<file path="src/rtl/cu_param_if.sv">
`default_nettype none
// ============================================================================
// Module      : cu_param_if
// Description : Instruction-memory request/acknowledge port of cu_param.
//               The control unit is the master; the memory is the slave.
// Revision    : 1.0 - initial release
// ============================================================================
interface cu_param_if #(
   parameter int PC_W = 8,
   parameter int IW   = 14
);
   logic            imem_req;
   logic [PC_W-1:0] imem_addr;
   logic            imem_ack;
   logic [IW-1:0]   imem_data;

   modport master (output imem_req, output imem_addr, input imem_ack, input imem_data);
   modport slave  (input imem_req, input imem_addr, output imem_ack, output imem_data);
endinterface
`default_nettype wire

</file>
<file path="src/rtl/cu_param.sv">
`default_nettype none
// ============================================================================
// Module      : cu_param
// Description : Parametrised multi-cycle control unit for the accumulator
//               processor. Fetches over a req/ack port with wait states,
//               supports run/pause, halt and illegal-opcode reporting.
// Revision    : 1.0 - initial release
// ============================================================================
module cu_param #(
   parameter int  DATA_W = 8,
   parameter int  PC_W   = 8,
   parameter int  NREG   = 4,
   localparam int RSEL_W = $clog2(NREG),
   localparam int IW     = 4 + RSEL_W + DATA_W
) (
   input  wire logic              clk,
   input  wire logic              rst_n,
   input  wire logic              run,
   cu_param_if.master             imem,
   input  wire logic [RSEL_W-1:0] dbg_sel,
   output logic                   halted,
   output logic                   illegal,
   output logic                   zflag,
   output logic                   cflag,
   output logic [DATA_W-1:0]      debug,
   output logic [DATA_W-1:0]      debug1,
   output logic [DATA_W-1:0]      debug2
);

   localparam logic [3:0] c_OP_NOP  = 4'h0;
   localparam logic [3:0] c_OP_LDI  = 4'h1;
   localparam logic [3:0] c_OP_MOV  = 4'h2;
   localparam logic [3:0] c_OP_LDR  = 4'h3;
   localparam logic [3:0] c_OP_ADD  = 4'h4;
   localparam logic [3:0] c_OP_SUB  = 4'h5;
   localparam logic [3:0] c_OP_AND  = 4'h6;
   localparam logic [3:0] c_OP_OR   = 4'h7;
   localparam logic [3:0] c_OP_XOR  = 4'h8;
   localparam logic [3:0] c_OP_ADDI = 4'h9;
   localparam logic [3:0] c_OP_JMP  = 4'hA;
   localparam logic [3:0] c_OP_JZ   = 4'hB;
   localparam logic [3:0] c_OP_JC   = 4'hC;
   localparam logic [3:0] c_OP_HLT  = 4'hD;
   localparam logic [3:0] c_OP_IL0  = 4'hE;
   localparam logic [3:0] c_OP_IL1  = 4'hF;

   typedef enum logic [2:0] {
      S_IDLE   = 3'd0,
      S_FETCH  = 3'd1,
      S_DECODE = 3'd2,
      S_EXEC   = 3'd3,
      S_HALT   = 3'd4
   } state_t;

   state_t              r_state;
   logic [IW-1:0]       r_ir;
   logic [PC_W-1:0]     r_pc;
   logic [DATA_W-1:0]   r_acc;
   logic [DATA_W-1:0]   r_regs [NREG];
   logic                r_z;
   logic                r_c;
   logic                r_halted;
   logic                r_illegal;

   logic [3:0]          w_op;
   logic [RSEL_W-1:0]   w_rs;
   logic [DATA_W-1:0]   w_imm;
   logic [DATA_W-1:0]   w_rval;
   logic [DATA_W-1:0]   w_opnd;
   logic [DATA_W:0]     w_add;
   logic [DATA_W:0]     w_sub;
   logic [PC_W-1:0]     w_jtgt;

   logic [DATA_W-1:0]   w_res;
   logic                w_wr_acc;
   logic                w_wr_reg;
   logic                w_upd_z;
   logic                w_upd_c;
   logic                w_cout;
   logic                w_jump;
   logic                w_hlt;
   logic                w_ill;

   // Instruction fields; op occupies the MSBs, imm the LSBs
   assign w_op   = r_ir[IW-1 -: 4];
   assign w_rs   = r_ir[DATA_W +: RSEL_W];
   assign w_imm  = r_ir[DATA_W-1:0];
   assign w_rval = r_regs[w_rs];

   // One adder serves ADD and ADDI; the extra MSB is the carry / borrow
   assign w_opnd = (w_op == c_OP_ADDI) ? w_imm : w_rval;
   assign w_add  = {1'b0, r_acc} + {1'b0, w_opnd};
   assign w_sub  = {1'b0, r_acc} - {1'b0, w_rval};

   // Jump target: low PC_W bits of imm, zero-extended when PC is wider
   generate
      if (PC_W <= DATA_W) begin : g_jtgt_trunc
         assign w_jtgt = w_imm[PC_W-1:0];
      end else begin : g_jtgt_zext
         assign w_jtgt = {{(PC_W-DATA_W){1'b0}}, w_imm};
      end
   endgenerate

   // PC onto debug1, zero-extended or truncated to DATA_W
   generate
      if (PC_W >= DATA_W) begin : g_dbg1_trunc
         assign debug1 = r_pc[DATA_W-1:0];
      end else begin : g_dbg1_zext
         assign debug1 = {{(DATA_W-PC_W){1'b0}}, r_pc};
      end
   endgenerate

   // Execute-stage decode: result value and which state elements it updates
   always_comb begin
      w_res    = r_acc;
      w_wr_acc = 1'b0;
      w_wr_reg = 1'b0;
      w_upd_z  = 1'b0;
      w_upd_c  = 1'b0;
      w_cout   = r_c;
      w_jump   = 1'b0;
      w_hlt    = 1'b0;
      w_ill    = 1'b0;
      case (w_op)
         c_OP_NOP  : ;
         c_OP_LDI  : begin w_res = w_imm;                 w_wr_acc = 1'b1; w_upd_z = 1'b1; end
         c_OP_MOV  : w_wr_reg = 1'b1;
         c_OP_LDR  : begin w_res = w_rval;                w_wr_acc = 1'b1; w_upd_z = 1'b1; end
         c_OP_ADD,
         c_OP_ADDI : begin
            w_res    = w_add[DATA_W-1:0];
            w_cout   = w_add[DATA_W];
            w_wr_acc = 1'b1;
            w_upd_z  = 1'b1;
            w_upd_c  = 1'b1;
         end
         c_OP_SUB  : begin
            w_res    = w_sub[DATA_W-1:0];
            w_cout   = w_sub[DATA_W];
            w_wr_acc = 1'b1;
            w_upd_z  = 1'b1;
            w_upd_c  = 1'b1;
         end
         c_OP_AND  : begin w_res = r_acc & w_rval;        w_wr_acc = 1'b1; w_upd_z = 1'b1; end
         c_OP_OR   : begin w_res = r_acc | w_rval;        w_wr_acc = 1'b1; w_upd_z = 1'b1; end
         c_OP_XOR  : begin w_res = r_acc ^ w_rval;        w_wr_acc = 1'b1; w_upd_z = 1'b1; end
         c_OP_JMP  : w_jump = 1'b1;
         c_OP_JZ   : w_jump = r_z;
         c_OP_JC   : w_jump = r_c;
         c_OP_HLT  : w_hlt  = 1'b1;
         c_OP_IL0,
         c_OP_IL1  : w_ill  = 1'b1;
         default   : ;
      endcase
   end

   // Control FSM plus all architectural state; reset abandons any fetch in flight
   always_ff @(posedge clk) begin
      if (!rst_n) begin
         r_state   <= S_IDLE;
         r_ir      <= '0;
         r_pc      <= '0;
         r_acc     <= '0;
         r_z       <= 1'b0;
         r_c       <= 1'b0;
         r_halted  <= 1'b0;
         r_illegal <= 1'b0;
         for (int i = 0; i < NREG; i++) begin
            r_regs[i] <= '0;
         end
      end else begin
         case (r_state)
            S_IDLE: begin
               if (run) r_state <= S_FETCH;
            end
            S_FETCH: begin
               if (imem.imem_ack) begin
                  r_ir    <= imem.imem_data;
                  r_pc    <= r_pc + PC_W'(1);
                  r_state <= S_DECODE;
               end
            end
            S_DECODE: begin
               r_state <= S_EXEC;
            end
            S_EXEC: begin
               if (w_wr_acc) r_acc          <= w_res;
               if (w_upd_z)  r_z            <= (w_res == '0);
               if (w_upd_c)  r_c            <= w_cout;
               if (w_wr_reg) r_regs[w_rs]   <= r_acc;
               if (w_jump)   r_pc           <= w_jtgt;
               if (w_ill)    r_illegal      <= 1'b1;
               if (w_hlt) begin
                  r_halted <= 1'b1;
                  r_state  <= S_HALT;
               end else if (run) begin
                  r_state  <= S_FETCH;
               end else begin
                  r_state  <= S_IDLE;
               end
            end
            S_HALT: begin
               r_state <= S_HALT;
            end
            default: begin
               r_state <= S_IDLE;
            end
         endcase
      end
   end

   // Fetch request follows the state directly so the address is held until ack
   assign imem.imem_req  = (r_state == S_FETCH);
   assign imem.imem_addr = r_pc;

   assign halted  = r_halted;
   assign illegal = r_illegal;
   assign zflag   = r_z;
   assign cflag   = r_c;
   assign debug   = r_acc;
   assign debug2  = r_regs[dbg_sel];

endmodule
`default_nettype wire
</file>
<file path="src/flat_wrapper.sv">
// flat-port wrapper written by rule: the top's interface ports become plain ports
module cu_param_flat 
#(
   parameter int  DATA_W = 8,
   parameter int  PC_W   = 8,
   parameter int  NREG   = 4,
   localparam int RSEL_W = $clog2(NREG),
   localparam int IW     = 4 + RSEL_W + DATA_W
)
  (clk, rst_n, run, dbg_sel, halted, illegal, zflag, cflag, debug, debug1, debug2, imem_imem_req, imem_imem_addr, imem_imem_ack, imem_imem_data);
  cu_param_if #(.PC_W(PC_W)) imem_i ();
  input  wire logic clk;
  input  wire logic rst_n;
  input  wire logic run;
  input  wire logic [RSEL_W-1:0] dbg_sel;
  output logic halted;
  output logic illegal;
  output logic zflag;
  output logic cflag;
  output logic [DATA_W-1:0] debug;
  output logic [DATA_W-1:0] debug1;
  output logic [DATA_W-1:0] debug2;
  output wire logic [$bits(imem_i.imem_req)-1:0] imem_imem_req;
  output wire logic [$bits(imem_i.imem_addr)-1:0] imem_imem_addr;
  input wire logic [$bits(imem_i.imem_ack)-1:0] imem_imem_ack;
  input wire logic [$bits(imem_i.imem_data)-1:0] imem_imem_data;
  assign imem_imem_req = imem_i.imem_req;
  assign imem_imem_addr = imem_i.imem_addr;
  assign imem_i.imem_ack = imem_imem_ack;
  assign imem_i.imem_data = imem_imem_data;
  cu_param #(.DATA_W(DATA_W), .PC_W(PC_W), .NREG(NREG)) u_core (.clk(clk), .rst_n(rst_n), .run(run), .imem(imem_i), .dbg_sel(dbg_sel), .halted(halted), .illegal(illegal), .zflag(zflag), .cflag(cflag), .debug(debug), .debug1(debug1), .debug2(debug2));
endmodule
</file>
<file path="config.mk">
export PLATFORM = sky130hd
export DESIGN_NAME = cu_param_flat
export DESIGN_NICKNAME = d
export VERILOG_FILES = /design/src/rtl/cu_param_if.sv /design/src/rtl/cu_param.sv /design/src/flat_wrapper.sv
export SDC_FILE = /design/constraint.sdc
export NUM_CORES = 1
export LEC_CHECK = 0
export CAP_MARGIN = 20
export CORE_MARGIN = 5
export CORE_UTILIZATION = 60
export DETAILED_ROUTE_END_ITERATION = 10
export PLACE_DENSITY = 0.92
export SLEW_MARGIN = 40
export SYNTH_ARGS = -nofsm -noshare
export SYNTH_HDL_FRONTEND = slang
export SYNTH_SLANG_ARGS = --single-unit
</file>
<file path="constraint.sdc">
create_clock -name clk -period 8.6 [get_ports clk]
set_input_delay 0.86 -clock clk [delete_from_list [all_inputs] [get_ports clk]]
set_output_delay 0.86 -clock clk [all_outputs]
set_load 0.02 [all_outputs]
</file>
[After elaboration in Yosys (flattened, before gate mapping)]
Memory sizes are Yosys's and may differ from the RTL's. A register that Yosys moved wholly into a read port is not among the register bits.
Index checks and enable logic that the tools add are counted.
Operators by class
  equal/unequal tests: 22
  bitwise logic cells: 3
  multiplexer cells: 27
  reduce and logical (&&, ||, !) cells: 16
  add/sub/neg operators: 3
Operators with widths (number)
  $pmux W8 S7: 1
  $eq A4 B4 Y1 const B: 8
  $mux W8: 4
  $eq A4 B3 Y1 const B: 4
  $pmux W8 S2: 1
  $reduce_or A8 Y1: 2
  $pmux W3 S5: 1
  $mux W1: 12
  $reduce_and A2 Y1: 5
  $add A8 B8 Y9: 1
  $mux W3: 3
  $sub A8 B8 Y9: 1
  $add A8 B1 Y8 const B: 1
  $and A8 B8 Y8: 1
  $eq A4 B2 Y1 const B: 2
  $logic_not A8 Y1: 1
  $or A8 B8 Y8: 1
  $xor A8 B8 Y8: 1
  $eq A3 B2 Y1 const B: 2
  $mux W2: 3
  $reduce_and A3 Y1: 2
  $eq A4 B1 Y1 const B: 1
  $ne A2 B1 Y1 const B: 2
  $reduce_bool A2 Y1: 2
  8 further kinds: 9
Storage, ports and cells
  memories kept: 1
  output and inout port bits: 37
  bits in registers: 37
  memory bits (writable): 32
Memories
  u_core.r_regs: words 4, width 8, read ports 2, clocked after memory_dff 1, wr ports 4, line cu_param.sv:59  | logic [DATA_W-1:0] r_regs [NREG];

[Depth between registers and ports, before layout]
Gate-level depths: netlist of the first run.
  depth in word-level cells: 8
  gate-level depth with buffers: 16
  mapped depth without buffers: 14

[Least setup slack after synthesis of the first run]
Ideal clock, no wire load.
  path type: flip-flop to flip-flop
  start point: register u_core.r_ir[10]
  end point: register u_core.r_z, in the netlist u_core.zflag
  clock period less this slack: 3771 ps
  cell stages (with the launch flop): 14
  arrival time: 3685 ps
  slack: 4829 ps
  buffers on the path: 3
  required time: 8514 ps
  cell sequence: dfxtp_1 -> clkbuf_1 -> clkbuf_1 -> nand2b_1 -> nor2_1 -> clkbuf_1 -> o21ai_0 -> ha_1 -> fa_1 -> a22oi_1 -> or4b_1 -> o21bai_1 -> or4_1 -> a221oi_2
On the way
  cells in the longest elaborated chain, start to end: 5
  elaborated cells between the ends (all ways): 16
  classes of those cells: add/sub (1); eq/ne (8); mux (3); reduce/logical (4)
RTL lines
  start, declared: line cu_param.sv:56  | logic [IW-1:0] r_ir;
  start signal, assigned: line cu_param.sv:178  | r_ir <= imem.imem_data;
  $eq A4 B4 Y1: line cu_param.sv:91, cu_param.sv:124
  $mux W8: line cu_param.sv:91  | assign w_opnd = (w_op == c_OP_ADDI) ? w_imm : w_rval;
  $add A8 B8 Y9: line cu_param.sv:92  | assign w_add = {1'b0, r_acc} + {1'b0, w_opnd};
  $pmux W8 S7: line cu_param.sv:124  | case (w_op)
  $logic_not A8 Y1: line cu_param.sv:188  | if (w_upd_z) r_z <= (w_res == '0);
  end signal, assigned: line cu_param.sv:188
  end, declared: line cu_param.sv:60  | logic r_z;
Parallel ways exist; a longest one is shown, timed or not.
A chain may end at the register's enable or synchronous reset.

==> flow_metrics.env, run 1 <==
export IMPL_critPathKind="reg -> reg"
export IMPL_syn_to_final_growth_pct=15.95
export IMPL_final_cell_mix="65 x nand2_1, 56 x clkdlybuf4s50_1, 52 x nor2_1"
export IMPL_vias=4434
export IMPL_avgSynthCellArea_sq_um=9.088
export IMPL_syn_num_nets=601
export IMPL_postCtsResizedCells=0
export IMPL_fin_hold_ws_ns=0.4854
export IMPL_dr_pass1_iters=5
export IMPL_max_freq_ghz=0.2448
export IMPL_seq_area_frac_synth_pct=35.29
export IMPL_synthArstFlopShare_pct=0
export IMPL_internal_power_uw=609.7
export IMPL_groute_usage_overall_pct=28.21
export IMPL_postCtsSetupBuffers=0
export IMPL_cts_root_buffer="clkbuf_8"
export IMPL_netlist_area_sq_um=4935
export IMPL_finalSetupViolCount=0
export IMPL_period_needed_ns=4.086
export IMPL_switching_power_uw=217.1
export IMPL_core_sq_um=8134
export IMPL_place_congestion=1.026
export IMPL_drt_wl_total_um=13800
export IMPL_grt_overflow=0
export IMPL_fin_crit_sh_pct=47.51
export IMPL_power_frac_seq_pct=45.7
export IMPL_synth_ff_type="dfxtp_1"
export IMPL_clkLatencyLatePin_ns=0.35
export IMPL_rrSetupSlack_ns=4.51
export IMPL_cts_tree="built"
export IMPL_powerDensity_nw_per_um2=144.5
export IMPL_finClkSkew_ns=0.01442
export IMPL_start_util_pct=60.67
export IMPL_p_sw_share_pct=26.26
export IMPL_die_h_um=100.7
export IMPL_outcome="finished clean"
export IMPL_synth_edf_count=32
export IMPL_port_buffers=56
export IMPL_clkSinkCount=71
export IMPL_cellLeakagePower_nw=2.061
export IMPL_antenna_cells=0
export IMPL_antenna_found_initial=0
export IMPL_htree_levels=3
export IMPL_start_kind="flop"
export IMPL_rows=33
export IMPL_ctsHoldBuffers=0
export IMPL_drcViolationCount=0
export IMPL_place_hpwl_um=9975
export IMPL_synth_cell_types=64
export IMPL_routedWlPerCell_um=20.15
export IMPL_ant_nets=0
export IMPL_endpoint_kind="flop"
export IMPL_cts_made_buffers=9
export IMPL_grt_setup_unrepaired="no"
export IMPL_syn_inst=543
export IMPL_critPathRequiredTime_ns=8.87
export IMPL_finalNetCount=633
export IMPL_dieArea_sq_um=10140
export IMPL_final_common_cell="nand2_1"
export IMPL_ys_seq_elements=71
export IMPL_slew_viol_final=0
export IMPL_synth_warning_count=0
export IMPL_grt_pass1_wl_um=22270
export IMPL_cts_max_path_buffers=2
export IMPL_routed_via_density=6.473
export IMPL_clk_pin_slew_ns=0.08
export IMPL_p_total_uw=826.8
export IMPL_max_vdd_ir_drop_uv=95.63
export IMPL_hp_class="reg -> reg"
export IMPL_grt_max_degree=34
export IMPL_pwr_share_comb_pct=14.3
export IMPL_ios=57
export IMPL_maxCapViolations=0
export IMPL_worst_pin_slew_ns=0.8369
export IMPL_grt_pass1_vias=4291
export IMPL_critPathMaxFanout=8
export IMPL_clock_power_share_pct=40.0
export IMPL_setup_tns_ns=0
export IMPL_arrival_ns=4.35
export IMPL_layout_drive_gt1_share_pct=7.414
export IMPL_hold_viol_final=0
export IMPL_dieWidth_um=100.7
export IMPL_drt_iter0_drc=432
export IMPL_slew_headroom_pct=44.21
==> critical path: stages, from the launching register on <==
cell and delay [ns]:
dfxtp_1 0.63, mux4_1 0.69, inv_1 0.18, ha_1 0.28, or2_2 0.32, a221oi_1 0.65, nor3_1 0.12, a21oi_1 0.15
o211ai_1 0.13, or4_1 0.59, a221oi_2 0.25
==> synth_stat cells (3+ instances only) <==
library cell | count | area [sq um]
dfxtp_1 | 39 | 780.8
or2_2 | 4 | 25.02
mux4_1 | 7 | 183.9
clkbuf_1 | 21 | 78.83
and3_1 | 3 | 18.77
xnor2_1 | 4 | 35.03
nand2_1 | 65 | 244.0
o31ai_1 | 4 | 30.03
o21a_1 | 3 | 22.52
mux4_2 | 9 | 202.7
a221o_1 | 3 | 30.03
a32oi_1 | 3 | 26.28
a211oi_1 | 5 | 37.54
o221ai_1 | 3 | 26.28
nand3_1 | 10 | 50.05
o21ai_0 | 30 | 150.1
nor2b_1 | 6 | 37.54
o211ai_1 | 7 | 52.55
a22oi_1 | 8 | 60.06
xor2_1 | 3 | 26.28
nand3b_1 | 6 | 45.04
a21o_1 | 5 | 37.54
nor4_1 | 9 | 56.30
ha_1 | 36 | 450.4
a21oi_1 | 31 | 155.2
nor3_1 | 5 | 25.02
edfxtp_1 | 32 | 960.9
a31oi_1 | 5 | 31.28
inv_1 | 28 | 105.1
nor3b_1 | 4 | 30.03
nand2b_1 | 12 | 75.07
buf_1 | 4 | 15.01
mux2i_1 | 6 | 60.06
buf_2 | 4 | 20.02
nor2_1 | 54 | 202.7
buf_4 | 8 | 60.06
and2_1 | 16 | 100.1
a311oi_1 | 4 | 35.03
==> path summary, 6_finish.rpt <==
check | cells past startpoint | end | startpoint
max | 10 | u_core.zflag | flop
min | 2 | u_core.halted | u_core.halted
max reg2reg | 10 | u_core.zflag | flop
min reg2reg | 2 | u_core.halted | u_core.halted
==> registers in the layout, summed over array words and instances, names as in the netlist, named ones only <==
signal	count
u_core.zflag	1
u_core.debug	8
u_core.debug1	8
u_core.cflag	1
u_core.halted	1
u_core.illegal	1
u_core.r_ir	14
u_core.r_regs	32
u_core.r_state	3
==> routing by layer <==
layer	wire, um	GRT usage [%]
met3	1172	4.221
met5	0	0
met2	6602	44.30
met1	5688	39.82
met4	338	9.741
==> area by class of cell <==
cell class / instances / area [sq um]
Multi-Input combinational cell: 406 / 2917
Fill cell: 609 / 2412
Sequential cell: 71 / 1742
Timing Repair Buffer: 59 / 583.1
Tap cell: 105 / 131.4
Clock buffer: 10 / 127.6
Clock inverter: 6 / 116.4
Inverter: 28 / 105.1
==> cells by family after synthesis <==
family | count (synthesis) | share of synthesized area [%]
flip-flops | 71 | 35.29
multiplexers | 24 | 9.508
buffers and inverters | 66 | 5.882
AND/OR/NAND/NOR | 207 | 20.66
adder cells (fa/ha/maj) | 38 | 9.939
AO/OA/AOI/OAI | 130 | 17.47
XOR/XNOR | 7 | 1.242
==> through the flow <==
stage | utilization [%] | setup WS, ns | std cells | area [sq um]
floorplan | - | 4.829 | 543 | 4935
detailed placement | 67.31 | 4.433 | 669 | 5475
CTS | 70.31 | 4.414 | 685 | 5719
global placement | 67.17 | 4.519 | 669 | 5464
global route | 70.34 | 4.206 | 685 | 5722
finish | 70.34 | 4.514 | 685 | 5722
==> power by group through the flow <==
stage	Clock [mW]	Combinational, mW	Sequential, mW
floorplan	0	0.0831	0.376
global placement	0	0.113	0.384
detailed placement	0	0.116	0.385
CTS	0.334	0.117	0.377
global route	0.347	0.128	0.380
finish	0.330	0.118	0.378
(Power assumes the default switching activity.)
==> inputs of run 2 (changes only) <==
Settings changed: CORE_UTILIZATION 60 to 57, PLACE_DENSITY 0.92 to 0.88.
Clock period 8.6 ns to 4.1 ns, I/O delays scaled along.
==> run 2 against run 1 <==
  * Power increased by 100%
  * Worst setup slack got worse by 4.0 ns
  * Hold slack got worse by 0.012 ns
  * Routed wire length increased by 0.42%
  * Clock skew decreased by 0.0015 ns
  * Core utilization decreased by 3.2 points
  * Critical path depth increased by 1
  * Sequential share of layout area decreased by 0.24 points
  * Flip-flop and latch count unchanged
  * Cell area increased by 0.79%
  * Critical path type unchanged
  * Critical endpoint unchanged
==> flow_metrics.env, run 2 (synthesized netlist as in run 1, its figures left out) <==
export IMPL_grt_overflow=0
export IMPL_start_kind="flop"
export IMPL_clk_pin_slew_ns=0.08
export IMPL_maxCapViolations=0
export IMPL_drt_wl_total_um=13860
export IMPL_dieArea_sq_um=10620
export IMPL_htree_levels=3
export IMPL_outcome="finished clean"
export IMPL_routedWlPerCell_um=19.88
export IMPL_arrival_ns=3.83
export IMPL_dp_slack_ns=0.6126
export IMPL_critPathMaxFanout=4
export IMPL_place_congestion=0.9798
export IMPL_p_total_mw=1.671
export IMPL_slew_headroom_pct=52.66
export IMPL_critPathKind="reg -> reg"
export IMPL_finalSetupViolCount=0
export IMPL_clkLatencyLatePin_ns=0.36
export IMPL_endpoint_kind="flop"
export IMPL_fin_hold_ws_ns=0.4735
export IMPL_dieWidth_um=103.0
export IMPL_ant_nets=0
export IMPL_clock_power_share_pct=37.5
export IMPL_fin_cells=697
export IMPL_hp_class="reg -> reg"
export IMPL_grt_pass1_wl_um=22130
export IMPL_grt_setup_unrepaired="no"
export IMPL_core_sq_um=8593
export IMPL_die_h_um=103.0
export IMPL_hold_viol_final=0
export IMPL_max_vdd_ir_drop_uv=180.3
export IMPL_slew_viol_final=0
export IMPL_pwr_share_comb_pct=15.7
export IMPL_postCtsSetupBuffers=0
export IMPL_critPathRequiredTime_ns=4.37
export IMPL_final_cell_mix="65 x nand2_1, 56 x clkdlybuf4s50_1, 53 x nor2_1"
export IMPL_period_needed_ns=3.556
export IMPL_worst_pin_slew_ns=0.7000
export IMPL_layout_drive_gt1_share_pct=8.829
export IMPL_cellLeakagePower_nw=2.094
export IMPL_internal_power_mw=1.214
export IMPL_powerDensity_nw_per_um2=289.7
export IMPL_routed_via_density=6.376
export IMPL_p_sw_share_pct=27.34
export IMPL_final_cell_area_sq_um=5767
export IMPL_cts_root_buffer="clkbuf_8"
export IMPL_finClkSkew_ns=0.01289
export IMPL_clkSinkCount=71
export IMPL_place_hpwl_um=10050
export IMPL_vias=4444
export IMPL_fin_crit_sh_pct=86.72
export IMPL_largest_register_ff_count=32
export IMPL_finalNetCount=642
export IMPL_grt_pass1_vias=4314
export IMPL_grt_max_degree=34
export IMPL_rrSetupSlack_ns=0.54
export IMPL_final_common_cell="nand2_1"
export IMPL_syn_to_final_growth_pct=16.86
export IMPL_antenna_cells=0
export IMPL_final_core_util_pct=67.11
export IMPL_cts_made_buffers=9
export IMPL_cts_max_path_buffers=2
export IMPL_drt_iter0_drc=336
export IMPL_regMostFlops="u_core.r_regs"
export IMPL_postCtsResizedCells=0
export IMPL_cts_tree="built"
export IMPL_groute_usage_overall_pct=27.22
export IMPL_place_area_sq_um=5544
export IMPL_dr_pass1_iters=5
export IMPL_power_frac_seq_pct=46.8
export IMPL_switching_power_uw=456.9
export IMPL_port_buffers=56
export IMPL_dp_cells=681
export IMPL_ios=57
export IMPL_setup_slack_ns=0.5444
export IMPL_antenna_found_initial=0
export IMPL_max_freq_ghz=0.2812
export IMPL_rows=34
export IMPL_setup_tns_ns=0
export IMPL_start_util_pct=57.43
export IMPL_drcViolationCount=0
export IMPL_nFillCells=685
export IMPL_reg_top3="u_core.r_regs (32), u_core.r_ir (14)"
export IMPL_ctsHoldBuffers=0
## run 2: final cells by class
| class | instances | area, sq um | area share, % |
|---|---|---|---|
| clock buffers | 10 | 127.6 | 2.213 |
| clock inverters | 6 | 86.33 | 1.497 |
| inverters | 28 | 105.1 | 1.823 |
| multi-input cells | 406 | 2920 | 50.64 |
| flip-flops and latches | 71 | 1742 | 30.20 |
| well taps | 108 | 135.1 | 2.343 |
| repair buffers | 68 | 650.6 | 11.28 |
## run 2: worst max-delay path, cell delays in order (launching register included)
cell and delay [ns]:
dfxtp_1 0.39, mux4_1 0.63, inv_1 0.17, o21ai_0 0.18, ha_1 0.32, a211oi_1 0.25, o21ai_0 0.17, a31oi_1 0.22
mux2_2 0.36, a2111oi_0 0.41, nand3_1 0.15, a221oi_2 0.22
## run 2: worst paths after layout
check	from	end	cells past startpoint
worst min register to register	u_core.halted	u_core.halted	2
worst min-delay path	u_core.halted	u_core.halted	2
worst max-delay path	flop	u_core.zflag	11
worst max register to register	flop	u_core.zflag	11
## run 2: power by group through the flow
stage	logic [mW]	registers [mW]	clock network (mW)
2_1_floorplan	0.174	0.789	0
5_1_grt	0.285	0.784	0.663
3_3_place_gp	0.250	0.795	0
6_report	0.263	0.781	0.627
3_5_place_dp	0.258	0.797	0
4_1_cts	0.259	0.780	0.633
## run 2: per-layer routing
| layer | GRT usage (%) | vias up | wire (um) |
|---|---|---|---|
| met3 | 5.819 | 35 | 1074 |
| li1 | - | 2059 | - |
| met1 | 36.13 | 2124 | 5717 |
| met4 | 10.76 | 0 | 446 |
| met5 | 0 | - | 0 |
| met2 | 43.56 | 226 | 6622 |
